### src/rtl/exe_csr_pipe_if.sv
// exe_csr_pipe_if
//   Bundles the request, CSR-file and result signals of exe_csr_pipe.
//   slave  : the execute unit itself
//   master : the surrounding pipeline / CSR file (drives requests, read data,
//            writeback ready and flush)
//   Op encoding on in_op (CSROP_LEN bits): 0 NONE, 1 READ, 2 WRITE, 3 SET,
//   4 CLEAR; any other code is treated as NONE.
interface exe_csr_pipe_if #(
  parameter int XLEN    = 64,
  parameter int IMM_LEN = 5,
  parameter int CSR_AW  = 12
);
  localparam int CSROP_LEN = 3;

  logic                 flush;
  logic                 in_valid;
  logic                 in_ready;
  logic [CSROP_LEN-1:0] in_op;
  logic [CSR_AW-1:0]    in_addr;
  logic [XLEN-1:0]      in_rs1_data;
  logic [IMM_LEN-1:0]   in_zimm;
  logic                 in_use_imm;
  logic [CSR_AW-1:0]    csr_raddr;
  logic [XLEN-1:0]      csr_rdata;
  logic                 csr_wen;
  logic [CSR_AW-1:0]    csr_waddr;
  logic [XLEN-1:0]      csr_wdata;
  logic                 out_valid;
  logic                 out_ready;
  logic [XLEN-1:0]      out_rd_data;
  logic                 out_illegal;

  modport slave (
    input  flush, in_valid, in_op, in_addr, in_rs1_data, in_zimm, in_use_imm,
           csr_rdata, out_ready,
    output in_ready, csr_raddr, csr_wen, csr_waddr, csr_wdata,
           out_valid, out_rd_data, out_illegal
  );

  modport master (
    output flush, in_valid, in_op, in_addr, in_rs1_data, in_zimm, in_use_imm,
           csr_rdata, out_ready,
    input  in_ready, csr_raddr, csr_wen, csr_waddr, csr_wdata,
           out_valid, out_rd_data, out_illegal
  );
endinterface

### src/rtl/exe_csr_pipe.sv
// exe_csr_pipe
//   Two-stage CSR execute unit. S1 holds the accepted request, reads the CSR
//   file combinationally and computes the read-modify-write value and the
//   illegal flag. S2 holds the result and commits the CSR write only when the
//   result retires (out_valid & out_ready, no flush).
// Ports:
//   clk  : clock
//   rst  : synchronous active-high reset (same effect as flush)
//   bus  : exe_csr_pipe_if.slave - request handshake, CSR read/write ports,
//          result handshake, flush
// Build option:
//   CSR_FWD_EN - when defined, an S1 op that depends on the pending S2 write
//   takes s2_wdata as the old value and never stalls; otherwise S1 waits for
//   S2 to retire and re-reads the committed value.
module exe_csr_pipe #(
  parameter int XLEN    = 64,
  parameter int IMM_LEN = 5,
  parameter int CSR_AW  = 12
) (
  input logic           clk,
  input logic           rst,
  exe_csr_pipe_if.slave bus
);
  localparam logic [2:0] CSROP_NONE  = 3'd0;
  localparam logic [2:0] CSROP_READ  = 3'd1;
  localparam logic [2:0] CSROP_WRITE = 3'd2;
  localparam logic [2:0] CSROP_SET   = 3'd3;
  localparam logic [2:0] CSROP_CLEAR = 3'd4;

  logic              s1_valid;
  logic [2:0]        s1_op;
  logic [CSR_AW-1:0] s1_addr;
  logic [XLEN-1:0]   s1_opnd;

  logic              s2_valid;
  logic              s2_wen;
  logic              s2_illegal;
  logic [XLEN-1:0]   s2_rd_data;
  logic [XLEN-1:0]   s2_wdata;
  logic [CSR_AW-1:0] s2_waddr;

  logic              kill;
  logic              hazard;
  logic              stall;
  logic              s1_adv;
  logic              accept;
  logic              retire;
  logic [XLEN-1:0]   in_opnd;
  logic [XLEN-1:0]   old_val;
  logic [XLEN-1:0]   new_val;
  logic [XLEN-1:0]   rd_val;
  logic              is_read;
  logic              is_wr;
  logic              read_only;
  logic              illegal;
  logic              wen;

  assign kill   = rst | bus.flush;
  assign hazard = s1_valid & s2_valid & s2_wen & (s1_addr == s2_waddr);

`ifdef CSR_FWD_EN
  assign stall   = 1'b0;
  assign old_val = hazard ? s2_wdata : bus.csr_rdata;
`else
  // The file still holds the pre-write value until S2 retires, so S1 waits.
  assign stall   = hazard;
  assign old_val = bus.csr_rdata;
`endif

  assign s1_adv       = s1_valid & ~stall & (~s2_valid | bus.out_ready);
  assign bus.in_ready = ~s1_valid | s1_adv;
  assign accept       = bus.in_valid & bus.in_ready & ~kill;
  assign retire       = s2_valid & bus.out_ready;

  assign in_opnd = bus.in_use_imm ? {{(XLEN-IMM_LEN){1'b0}}, bus.in_zimm}
                                  : bus.in_rs1_data;

  always_comb begin
    is_read = 1'b0;
    is_wr   = 1'b0;
    new_val = old_val;
    case (s1_op)
      CSROP_READ:  is_read = 1'b1;
      CSROP_WRITE: begin is_wr = 1'b1; new_val = s1_opnd;            end
      CSROP_SET:   begin is_wr = 1'b1; new_val = old_val | s1_opnd;  end
      CSROP_CLEAR: begin is_wr = 1'b1; new_val = old_val & ~s1_opnd; end
      default:     ;
    endcase
  end

  // Top two address bits 2'b11 mark the read-only CSR space.
  assign read_only = (s1_addr[CSR_AW-1 -: 2] == 2'b11);
  assign illegal   = is_wr & read_only;
  assign wen       = is_wr & ~read_only;
  assign rd_val    = (is_read | is_wr) ? old_val : '0;

  always_ff @(posedge clk) begin
    if (kill) begin
      s1_valid <= 1'b0;
      if (rst) begin
        s1_op   <= CSROP_NONE;
        s1_addr <= '0;
        s1_opnd <= '0;
      end
    end else if (accept) begin
      s1_valid <= 1'b1;
      s1_op    <= bus.in_op;
      s1_addr  <= bus.in_addr;
      s1_opnd  <= in_opnd;
    end else if (s1_adv) begin
      s1_valid <= 1'b0;
    end
  end

  always_ff @(posedge clk) begin
    if (kill) begin
      s2_valid <= 1'b0;
      if (rst) begin
        s2_wen     <= 1'b0;
        s2_illegal <= 1'b0;
        s2_rd_data <= '0;
        s2_wdata   <= '0;
        s2_waddr   <= '0;
      end
    end else if (s1_adv) begin
      s2_valid   <= 1'b1;
      s2_wen     <= wen;
      s2_illegal <= illegal;
      s2_rd_data <= rd_val;
      s2_wdata   <= new_val;
      s2_waddr   <= s1_addr;
    end else if (retire) begin
      s2_valid <= 1'b0;
    end
  end

  assign bus.csr_raddr   = s1_addr;
  assign bus.csr_wen     = retire & s2_wen & ~kill;
  assign bus.csr_waddr   = s2_waddr;
  assign bus.csr_wdata   = s2_wdata;
  assign bus.out_valid   = s2_valid;
  assign bus.out_rd_data = s2_rd_data;
  assign bus.out_illegal = s2_illegal;
endmodule

### src/flat_wrapper.sv
// flat-port wrapper written by rule: the top's interface ports become plain ports
module exe_csr_pipe_flat 
#(
  parameter int XLEN    = 64,
  parameter int IMM_LEN = 5,
  parameter int CSR_AW  = 12
)
  (clk, rst, bus_flush, bus_in_valid, bus_in_op, bus_in_addr, bus_in_rs1_data, bus_in_zimm, bus_in_use_imm, bus_csr_rdata, bus_out_ready, bus_in_ready, bus_csr_raddr, bus_csr_wen, bus_csr_waddr, bus_csr_wdata, bus_out_valid, bus_out_rd_data, bus_out_illegal);
  exe_csr_pipe_if #(.XLEN(XLEN), .IMM_LEN(IMM_LEN), .CSR_AW(CSR_AW)) bus_i ();
  input logic clk;
  input logic rst;
  input wire logic [$bits(bus_i.flush)-1:0] bus_flush;
  input wire logic [$bits(bus_i.in_valid)-1:0] bus_in_valid;
  input wire logic [$bits(bus_i.in_op)-1:0] bus_in_op;
  input wire logic [$bits(bus_i.in_addr)-1:0] bus_in_addr;
  input wire logic [$bits(bus_i.in_rs1_data)-1:0] bus_in_rs1_data;
  input wire logic [$bits(bus_i.in_zimm)-1:0] bus_in_zimm;
  input wire logic [$bits(bus_i.in_use_imm)-1:0] bus_in_use_imm;
  input wire logic [$bits(bus_i.csr_rdata)-1:0] bus_csr_rdata;
  input wire logic [$bits(bus_i.out_ready)-1:0] bus_out_ready;
  output wire logic [$bits(bus_i.in_ready)-1:0] bus_in_ready;
  output wire logic [$bits(bus_i.csr_raddr)-1:0] bus_csr_raddr;
  output wire logic [$bits(bus_i.csr_wen)-1:0] bus_csr_wen;
  output wire logic [$bits(bus_i.csr_waddr)-1:0] bus_csr_waddr;
  output wire logic [$bits(bus_i.csr_wdata)-1:0] bus_csr_wdata;
  output wire logic [$bits(bus_i.out_valid)-1:0] bus_out_valid;
  output wire logic [$bits(bus_i.out_rd_data)-1:0] bus_out_rd_data;
  output wire logic [$bits(bus_i.out_illegal)-1:0] bus_out_illegal;
  assign bus_i.flush = bus_flush;
  assign bus_i.in_valid = bus_in_valid;
  assign bus_i.in_op = bus_in_op;
  assign bus_i.in_addr = bus_in_addr;
  assign bus_i.in_rs1_data = bus_in_rs1_data;
  assign bus_i.in_zimm = bus_in_zimm;
  assign bus_i.in_use_imm = bus_in_use_imm;
  assign bus_i.csr_rdata = bus_csr_rdata;
  assign bus_i.out_ready = bus_out_ready;
  assign bus_in_ready = bus_i.in_ready;
  assign bus_csr_raddr = bus_i.csr_raddr;
  assign bus_csr_wen = bus_i.csr_wen;
  assign bus_csr_waddr = bus_i.csr_waddr;
  assign bus_csr_wdata = bus_i.csr_wdata;
  assign bus_out_valid = bus_i.out_valid;
  assign bus_out_rd_data = bus_i.out_rd_data;
  assign bus_out_illegal = bus_i.out_illegal;
  exe_csr_pipe #(.XLEN(XLEN), .IMM_LEN(IMM_LEN), .CSR_AW(CSR_AW)) u_core (.clk(clk), .rst(rst), .bus(bus_i));
endmodule
### config.mk
export PLATFORM = sky130hd
export DESIGN_NAME = exe_csr_pipe_flat
export DESIGN_NICKNAME = d
export VERILOG_FILES = /design/src/rtl/exe_csr_pipe_if.sv /design/src/rtl/exe_csr_pipe.sv /design/src/flat_wrapper.sv
export SDC_FILE = /design/constraint.sdc
export NUM_CORES = 1
export LEC_CHECK = 0
export CAP_MARGIN = 20
export CORE_MARGIN = 8
export CORE_UTILIZATION = 51
export CTS_CLUSTER_SIZE = 24
export DETAILED_ROUTE_END_ITERATION = 6
export PLACE_DENSITY = 0.86
export SYNTH_ARGS = -nofsm -noshare
export SYNTH_HDL_FRONTEND = slang
export SYNTH_SLANG_ARGS = --single-unit
### constraint.sdc
create_clock -name clk -period 15 [get_ports clk]
set_input_delay 3.75 -clock clk [delete_from_list [all_inputs] [get_ports clk]]
set_output_delay 3.75 -clock clk [all_outputs]
set_load 0.01 [all_outputs]
## Yosys cells after proc, flatten, opt, wreduce, memory -nomap -nowiden

Index checks and enable logic that the tools add are counted.
Widths: inputs -> output; s select.

- Output and inout bits: 156
- Input port bits: 154
- Flip-flop bits (word level): 223

- Bitwise logic cells: 24
- Equality and inequality tests: 7
- Reductions and logical operators: 7
- Mux-type cells: 29

Operators by type and width:

| cell | count |
|---|---|
| $mux 64 | 9 |
| $pmux 64 s3 | 1 |
| $and 64x64->64 | 1 |
| $not 64->64 | 1 |
| $or 64x64->64 | 1 |
| $mux 12 | 5 |
| $and 1x1->1 | 12 |
| $eq 12x12->1 | 1 |
| $mux 1 | 11 |
| $mux 3 | 3 |
| $reduce_bool 2->1 | 4 |
| $eq 3x2->1 const B | 2 |
| $not 1->1 | 5 |
| $or 1x1->1 | 4 |
| $reduce_and 2->1 | 2 |
| $eq 3x1->1 const B | 1 |
| $eq 3x3->1 const B | 1 |
| $reduce_or 3->1 | 1 |
| $eq 2x2->1 const B | 1 |
| $ne 2x2->1 const B | 1 |

## Logic depth before layout (Yosys ltp)

- Depth after elaboration: 11
- Mapped depth: 6
- Gate-level depth less buffers: 4

## Worst setup path after synthesis

No wires, ideal clock.

- Kind: in2reg
- Start: input bus_out_ready
- End: register u_core.s2_waddr[0], in the netlist u_core.bus.csr_waddr[0] (enable)
- Required time: 14.327 ns
- Data arrival time: 10.508 ns
- Path slack: 3.820 ns
- Library setup time: 0.673 ns
- Stages on the path: 3
- Cells stage by stage: nand2b_1 > nand3b_1 > o21bai_1

- Word-level cells in the longest chain between the ends: 4

Ends and longest elaborated chain:

| element | line | RTL |
|---|---|---|
| start, declared | flat_wrapper.sv:20 | `input wire logic [$bits(bus_i.out_ready)-1:0] bus_out_ready;` |
| $or 1x1->1 | exe_csr_pipe.sv:70 | `assign s1_adv = s1_valid & ~stall & (~s2_valid \| bus.out_ready);` |
| $and 1x1->1 | exe_csr_pipe.sv:70 |  |
| $reduce_bool 2->1 (no source line) | - |  |
| $reduce_and 2->1 (no source line) | - |  |
| end signal, assigned | exe_csr_pipe.sv:131 | `s2_waddr <= s1_addr;` |
| end, declared | exe_csr_pipe.sv:40 | `logic [CSR_AW-1:0] s2_waddr;` |

No other way between the ends.
A chain may end at the register's enable or synchronous reset.

## Worst setup path after layout

- Start: input bus_out_ready
- End: output bus_in_ready

- Word-level cells in the longest chain between the ends: 3

Ends and longest elaborated chain:

| element | line | RTL |
|---|---|---|
| $or 1x1->1 | exe_csr_pipe.sv:70 |  |
| $and 1x1->1 | exe_csr_pipe.sv:70 |  |
| $or 1x1->1 | exe_csr_pipe.sv:71 | `assign bus.in_ready = ~s1_valid \| s1_adv;` |
| end, declared | flat_wrapper.sv:21 | `output wire logic [$bits(bus_i.in_ready)-1:0] bus_in_ready;` |

No other way between the ends.

==> metrics.csv <==
metric;value;unit
pins over their slew limit;0;
CP Launch Point;bus_out_ready;
CTS tree;built;
Worst-Skew Late Latency;500;ps
status;completed;
P_leak;5.12;nW
initial drt markers;380;
fin worst setup slack;5980;ps
max cap viols;0;
critical-path maximum fanout;4;
largest net degree at the start of global routing;79;
Starting Density;52.3;%
clock tree buffer depth;3;
hold path start;u_core.s1_valid$_SDFFE_PN0P_;
post-CTS setup buffers;0;
Netlist cell types;33;
total core area;19500;um2
most common cell in the synthesized netlist;edfxtp_1;
Max Fclk;111;MHz
cts hold-fix bufs;0;
routability cong.;0.781;
Tightest Pin Transition;1000;ps
Resized Gates After CTS;0;
share of cells above drive strength 1;10.6;%
GR Overflow Total;0;
mapped cell area;10200;um2
area of the multi-input gates;3250;um2
CP arrival;5270;ps
DR WL/cell;20.0;um
Die W;157;um
1st-pass router iterations;4;
Top FF cell, synth;edfxtp_1;
remaining antenna violation count;0;
IO Port Bufs;309;
Final #Nets;1247;
number of global-route vias before repair;7461;
synthesis warning total;0;
I/O pin total;310;
Post-synth EDFFs;221;
worst slack, placed;5960;ps
reg2reg start;u_core.bus.csr_raddr[10]$_SDFFCE_PN0P_;
Via density;5.31;
Residual DRC;0;
Yosys top cell by area;edfxtp_1;
power per cell area;108;nW/um2
area delta synth->final;38.9;%
Fin Setup TNS;0;ps
RSZ-0062 raised after global routing;false;
fill count;1320;
Synth area leaders;edfxtp_1 (65%), and2_1 (9.2%), mux2_2 (7.1%);
crit path capture type;output pin;
H-tree depth;1;
Max-slew headroom;33.3;%
CP startpoint kind;primary input;
register area share after synthesis;65.4;%
Root Driver;clkbuf_16;
FF+latch area;6680;um2
Mapped Nets;958;
commonest cells in the netlist;edfxtp_1 (221), and2_1 (150), a21oi_1 (128), nand2_1 (66), o21ai_0 (66);
Post-Route WL;27500;um
Die Ht;157;um
crit path time final;9020;ps
VDD IR max;0.0000885;V
asr flop ratio synth;0;%
type of the worst min-delay path;flop to flop;
DP HPWL;18800;um
top cell type's share of synthesized area;65.0;%
clock sink total;223;
row cnt;51;
first-pass GRT wire length;41600;um
Mapped Cells;804;
kind of critical path;primary input to output pin;
Setup Viol. Count Final;0;
post-synthesis register bit count;223;
Global Route Usage Sum;21.5;%
Mapped Avg Cell Area;12.7;um2
initial antenna violation count;4;
Final period util;60.1;%
Clk pin slew, worst setup/hold paths;60;ps
Worst Skew;9.26;ps
Hold Fails Final Rpt;0;
CTS Buf Count;23;
CP Data Required Time;11250;ps
die area;24800;um2
Vias;7304;
-- flip-flops by register name (all words and copies together) (netlist names) --
name	count
u_core.s2_wen	1
u_core.bus.out_rd_data	64
u_core.bus.csr_wdata	64
u_core.bus.csr_waddr	12
u_core.bus.out_valid	1
u_core.s1_valid	1
u_core.bus.csr_raddr	12
u_core.s1_op	3
u_core.s1_opnd	64
u_core.bus.out_illegal	1
-- report_power, final --
group / total (mW) / switching [mW] / internal, mW
clock: 0.553 / 0.236 / 0.317
sequential: 0.749 / 0.0165 / 0.733
combinational: 0.228 / 0.107 / 0.121
total: 1.53 / 0.360 / 1.17
-- through the flow --
step	instances	instance area [um2]	utilization, %	hold WS (ps)	power (mW)
floorplan	804	10200	-	471	0.874
global route	1375	14200	72.6	544	1.58
global placement	1333	13500	68.9	505	0.983
detailed placement	1333	13500	68.9	520	0.992
CTS	1373	14200	72.6	530	1.54
finish	1375	14200	72.6	535	1.53
-- placed cells by master, fill, tap and decap left out, types with 4 or more instances in the layout --
cell type and instances:
and2_1 150, xor2_1 12, edfxtp_1 221, clkbuf_16 23, clkbuf_1 4, nand2_1 66
buf_4 13, o21ai_0 65, clkdlybuf4s50_1 309, nor2_1 11, a21oi_1 128, mux2_2 64
clkinv_2 4, mux2i_1 6
-- layer usage --
metal	up-vias	track usage [%]	routed length [um]
met1	3458	25.1	10200
met4	2	8.57	935
met2	307	37.2	14000
met5	-	0	13
li1	3483	-	-
met3	54	5.29	2370
-- worst paths after layout --
check / to / slack (ps) / depth (start not counted)
worst max-delay path: bus_in_ready / 5980 / 5
worst min-delay path: u_core.bus.out_valid$_SDFFE_PN0P_ / 540 / 2
worst max register to register: u_core.bus.csr_waddr[1]$_SDFFCE_PN0P_ / 11720 / 6
worst min register to register: u_core.bus.out_valid$_SDFFE_PN0P_ / 540 / 2
-- critical path: stages --
cell	delay (ps)
clkdlybuf4s50_1	460
nand2b_1	170
inv_1	70
o21ai_0	180
clkdlybuf4s50_1	620
-- kinds of logic (layout without fill, tap and decap cells) --
family                 count (synthesis)  count (layout)  share of synthesized area (%)
flip-flops                           223             223                           65.4
multiplexers                          70              70                           7.65
XOR/XNOR                              13              13                           1.12
other                                  0               2                              0
AND/OR/NAND/NOR                      241             241                           13.0
buffers and inverters                 59             363                           2.98
AO/OA/AOI/OAI                        198             198                           9.81
-- layout make-up --
| cell class | instances | share of cell area (%) |
|---|---|---|
| flip-flops and latches | 223 | 47.1 |
| multi-input cells | 522 | 22.9 |
| repair buffers | 322 | 22.5 |
| clock buffers | 27 | 4.17 |
| well taps | 265 | 2.34 |
| clock inverters | 13 | 0.909 |
| diodes | 2 | 0.0353 |
| inverters | 1 | 0.0265 |
Note: power is estimated with default switching activity, not from simulation.
